$ cat src/rtl/counter_sequencer.sv
// counter_sequencer: drives one 4-bit up/down counter through programmed sweeps.
// It loads start_val, counts to end_val and then either reverses (pingpong) or
// reloads start_val, for reps sweeps. The host sees a start/busy/done handshake.
// Optional build macro SEQ_DWELL_EN: when defined, the pause at each sweep
// endpoint (TURN) lasts DWELL cycles instead of one.
module counter_sequencer #(
   parameter int WIDTH = 4,
   parameter int REP_W = 8,
   parameter int DWELL = 3
) (
   input  logic             clk,
   input  logic             rst,
   input  logic             start,
   input  logic             abort,
   input  logic [WIDTH-1:0] start_val,
   input  logic [WIDTH-1:0] end_val,
   input  logic [REP_W-1:0] reps,
   input  logic             pingpong,
   input  logic [WIDTH-1:0] ctr_count,
   output logic             ctr_load,
   output logic             ctr_enable,
   output logic             ctr_up_down,
   output logic [WIDTH-1:0] ctr_d_in,
   output logic             busy,
   output logic             done,
   output logic [REP_W-1:0] sweeps_done
);

   typedef enum logic [2:0] {
      S_IDLE,
      S_LOAD,
      S_RUN,
      S_TURN,
      S_DONE
   } state_t;

   // Dwell counter width; it collapses to a constant-zero bit when the
   // dwell feature is not built in.
   localparam int DW_W = (DWELL > 1) ? $clog2(DWELL) : 1;

`ifdef SEQ_DWELL_EN
   localparam logic [DW_W-1:0] DWELL_LOAD = DW_W'(DWELL - 1);
`else
   localparam logic [DW_W-1:0] DWELL_LOAD = '0;
`endif

   state_t           state_q;
   logic [WIDTH-1:0] start_q;
   logic [WIDTH-1:0] end_q;
   logic [WIDTH-1:0] target_q;
   logic [REP_W-1:0] reps_q;
   logic [REP_W-1:0] sweeps_q;
   logic [REP_W-1:0] sweeps_d;
   logic [DW_W-1:0]  dwell_q;
   logic             pp_q;
   logic             dir_q;
   logic             to_end_q;
   logic             load_q;
   logic             run_q;
   logic             busy_q;
   logic             done_q;
   logic             at_target;
   logic             last_sweep;
   logic             dwell_over;

   assign at_target  = (ctr_count == target_q);
   assign sweeps_d   = sweeps_q + 1'b1;
   assign last_sweep = (sweeps_d == reps_q);
   assign dwell_over = (dwell_q == '0);

   // Abort must stop the counter in the very cycle it is raised, so the
   // registered load/run flags are gated combinationally. Enable also drops
   // as soon as the count reaches the target so the counter stops on it.
   assign ctr_load    = load_q & ~abort;
   assign ctr_enable  = run_q & ~at_target & ~abort;
   assign ctr_up_down = dir_q;
   assign ctr_d_in    = start_q;
   assign busy        = busy_q;
   assign done        = done_q;
   assign sweeps_done = sweeps_q;

   // Sequencer FSM: state, latched operands, sweep bookkeeping and output flags.
   always_ff @(posedge clk) begin
      if (rst) begin
         state_q  <= S_IDLE;
         start_q  <= '0;
         end_q    <= '0;
         target_q <= '0;
         reps_q   <= '0;
         sweeps_q <= '0;
         dwell_q  <= '0;
         pp_q     <= 1'b0;
         dir_q    <= 1'b0;
         to_end_q <= 1'b0;
         load_q   <= 1'b0;
         run_q    <= 1'b0;
         busy_q   <= 1'b0;
         done_q   <= 1'b0;
      end else if (abort && (state_q != S_IDLE)) begin
         // Counter keeps its value and sweeps_done is preserved for the host.
         state_q <= S_IDLE;
         load_q  <= 1'b0;
         run_q   <= 1'b0;
         busy_q  <= 1'b0;
         done_q  <= 1'b0;
      end else begin
         load_q <= 1'b0;
         run_q  <= 1'b0;
         done_q <= 1'b0;
         unique case (state_q)
            S_IDLE: begin
               if (start && !abort) begin
                  start_q  <= start_val;
                  end_q    <= end_val;
                  reps_q   <= (reps == '0) ? REP_W'(1) : reps;
                  pp_q     <= pingpong;
                  sweeps_q <= '0;
                  load_q   <= 1'b1;
                  busy_q   <= 1'b1;
                  state_q  <= S_LOAD;
               end
            end
            S_LOAD: begin
               // Every load (first or reload) heads toward end_val.
               target_q <= end_q;
               to_end_q <= 1'b1;
               dir_q    <= (end_q > start_q);
               run_q    <= 1'b1;
               state_q  <= S_RUN;
            end
            S_RUN: begin
               if (at_target) begin
                  sweeps_q <= sweeps_d;
                  if (last_sweep) begin
                     done_q  <= 1'b1;
                     busy_q  <= 1'b0;
                     state_q <= S_DONE;
                  end else begin
                     dwell_q <= DWELL_LOAD;
                     state_q <= S_TURN;
                  end
               end else begin
                  run_q <= 1'b1;
               end
            end
            S_TURN: begin
               if (dwell_over) begin
                  if (pp_q) begin
                     // Reverse: the new target is the opposite endpoint, and
                     // since the count sits on the old one, direction flips.
                     target_q <= to_end_q ? start_q : end_q;
                     to_end_q <= ~to_end_q;
                     dir_q    <= ~dir_q;
                     run_q    <= 1'b1;
                     state_q  <= S_RUN;
                  end else begin
                     load_q  <= 1'b1;
                     state_q <= S_LOAD;
                  end
               end else begin
                  dwell_q <= dwell_q - 1'b1;
               end
            end
            S_DONE: begin
               state_q <= S_IDLE;
            end
            default: begin
               state_q <= S_IDLE;
            end
         endcase
      end
   end

endmodule

$ cat config.mk
export PLATFORM = sky130hd
export DESIGN_NAME = counter_sequencer
export DESIGN_NICKNAME = d
export VERILOG_FILES = /design/src/rtl/counter_sequencer.sv
export SDC_FILE = /design/constraint.sdc
export NUM_CORES = 1
export LEC_CHECK = 0
export BUFFER_PORTS_ARGS = -buffer_cell sky130_fd_sc_hd__buf_2
export CAP_MARGIN = 10
export CORE_MARGIN = 5
export CORE_UTILIZATION = 59
export CTS_CLUSTER_DIAMETER = 60
export DETAILED_ROUTE_END_ITERATION = 12
export PLACE_DENSITY_LB_ADDON = 0.1
export SLEW_MARGIN = 30
export SYNTH_ARGS = -nofsm -noshare
export SYNTH_HDL_FRONTEND = slang
export SYNTH_SLANG_ARGS = --single-unit
$ cat constraint.sdc
create_clock -name clk -period 3.7 [get_ports clk]
set_input_delay 0.37 -clock clk [delete_from_list [all_inputs] [get_ports clk]]
set_output_delay 0.37 -clock clk [all_outputs]
set_load 0.01 [all_outputs]
==> metrics.csv <==
metric,value,unit
tightest_slew,871.4,ps
cellPowerDensity,360.4,mW/mm²
relSlewSlack,41.91,%
antenna_cells,0,
antenna_found_initial,0,
worst-r2r-setup-slack,1540,ps
critical_path_class,register to register,
clockBufferDepth,2,
synth_edf_count,0,
seq_area_frac_synth,37.14,%
yosysMostFrequentCell,nand2_1,
p_leak,0.9371,nW
ys.warnings.count,0,
grt_pass1_wl,8190,µm
start_util,59.78,%
r2r_end,done,
rows,22,
clock_sinks,40,
vias,2013,
fin_crit_sh,58.26,%
fp.coreArea,0.003606,mm²
peakVddDrop,351.0,µV
overflow,0,
cts-root-buf,clkbuf_8,
gp_congestion,0.8560,
status,completed,
ys_ff_latch,40,
hp-start,start_val[1],
synth_nets,301,
die_h,70.45,µm
cp_max_fo,8,
layout-drive-gt1-share,17.32,%
grt_usage,20.22,%
slew_violations,0,
fin_worst_skew,7.092,ps
fmax,463.9,MHz
synth_flop_cell,dfxtp_1,
worst_ep_arrival_time,2370,ps
area_growth,13.64,%
post_cts_resize_count,0,
holdPathEnd,ctr_d_in[1],
grt_max_degree,29,
syn_inst,270,
cp_data_required_time,3910,ps
viasPerCell,5.686,
wl,4842,µm
htreeDepth,2,
min_path_type,primary input to register,
cts.clk_slew.worst_paths,80,ps
hold_violations,0,
clock_latency,290,ps
drt_first_pass_iters,5,
tns,0,ps
finalSetupViolCount,0,
ant_nets,0,
nets,337,
cp-end-kind,register,
ys_types,44,
die_area,0.004963,mm²
cap_violations,0,
cp-start-kind,register,
regArea,800.8,µm²
rsz0062_at_grt,no,
hold_path_depth,3,
post-dp-hpwl,3539,µm
ios,42,
placed_cells,347,
cts_hold_buf,0,
wl_per_cell,13.68,µm
cts_tree,built,
rr_startpoint,sweeps_done[0],
first_global_vias,1834,
post-cts-setup-buffers,0,
syn_area_per_cell,7.985,µm²
multiInputGateArea,0.001272,mm²
netlist.area_leader.share,37.14,%
period_minus_slack,2156,ps
drc,0,
instances_no_fill,354,
synth.area.top_cells,"dfxtp_1 37%, nand2_1 7.7%, a21oi_1 6.3%, nor2_1 4.2%, xnor2_1 4.1%",
r2r_cells,7,
numCtsBuffers,5,
drtIter0Drc,191,
fillers,330,
netlist_area,0.002156,mm²
synthTopCellsByCount,"44 x nand2_1, 40 x dfxtp_1, 27 x a21oi_1",
yosys.area.top_type,dfxtp_1,
async_reset_ff_share,0,%
die_w,70.45,µm
port_buffers,41,
how the worst max path moves through the flow:
stage                   startpoint         end  slack [ps]  cells past startpoint
floorplan           sweeps_done[0]  state_q[2]        1820                      7
global placement    sweeps_done[0]  state_q[2]        1590                      7
detailed placement  sweeps_done[0]        done        1560                      7
CTS                 sweeps_done[0]        done        1530                      7
global route        sweeps_done[0]        done        1310                      7
finish              sweeps_done[0]        done        1540                      7
layout by cell type, fill, tap and decap left out, types with 4 or more instances in the layout:
cell type / synthesis / final
or3_1: 5 / 5
inv_1: 8 / 8
nor2b_1: 5 / 5
o21ai_0: 6 / 6
mux2i_1: 4 / 4
nand3b_1: 4 / 4
o211ai_1: 5 / 5
nand2_1: 44 / 44
a21oi_1: 27 / 27
nand2b_1: 8 / 8
ha_1: 6 / 6
xnor2_1: 10 / 10
nor3b_1: 4 / 4
buf_2: 3 / 41
a211oi_1: 7 / 7
clkbuf_8: 0 / 5
nor2_1: 24 / 24
and3_1: 6 / 6
nand3_1: 6 / 6
o21ai_1: 4 / 4
dfxtp_1: 40 / 40
power by group:
part | internal [mW] | switching, mW
Clock | 0.128 | 0.146
Combinational | 0.0585 | 0.0805
Sequential | 0.451 | 0.0191
Total | 0.638 | 0.245
kinds of logic (layout without fill, tap and decap cells):
kind of cell / Yosys count / count (layout) / synth area share, %
compound gates: 68 / 68 / 20.60
flops: 40 / 40 / 37.14
mux: 4 / 4 / 1.857
simple gates: 118 / 118 / 27.80
fa+ha+maj: 6 / 6 / 3.482
buf+inv: 21 / 57 / 3.830
xor+xnor: 13 / 13 / 5.282
worst max-delay path, cell delays in order (launching register included):
cell and delay (ps):
dfxtp_1 480, ha_1 310, and3_1 300, nor3b_1 80, a211oi_1 210, nand4_1 220, nor3_4 240, nor3b_1 230
per-layer routing:
layer / GRT usage [%] / part of all wire, % / vias to the layer above
met5: 0 / 0 / -
met4: 5.745 / 1.4 / 0
met3: 5.755 / 6.3 / 8
met2: 33.99 / 48 / 57
met1: 25.02 / 44 / 928
li1: - / - / 1020
sequential cells by signal (all words and copies together) (netlist names):
signal       flops
target_q         4
end_q            4
sweeps_done      8
load_q           1
run_q            1
state_q          3
dwell_q          2
busy             1
pp_q             1
done             1
to_end_q         1
reps_q           8
ctr_up_down      1
ctr_d_in         4
cell type report:
cell class	instances	area share (%)
Multi-Input combinational cell	209	51.94
Sequential cell	40	32.69
Timing Repair Buffer	41	8.376
Clock buffer	6	2.962
Tap cell	48	2.451
Inverter	9	1.379
Clock inverter	1	0.2043
through the flow:
step	area, µm²	hold WS (ps)	power (mW)	worst slack, ps	utilization, %
final	2450	308.8	0.8828	1544	67.94
after floorplan	2156	444.7	0.5780	1820	-
after global placement	2372	458.3	0.6153	1594	65.79
after detailed placement	2372	467.1	0.6187	1561	65.79
after CTS	2450	304.7	0.8900	1534	67.94
after global routing	2450	317.2	0.9240	1311	67.94
Power figures use the tool's default switching activity.
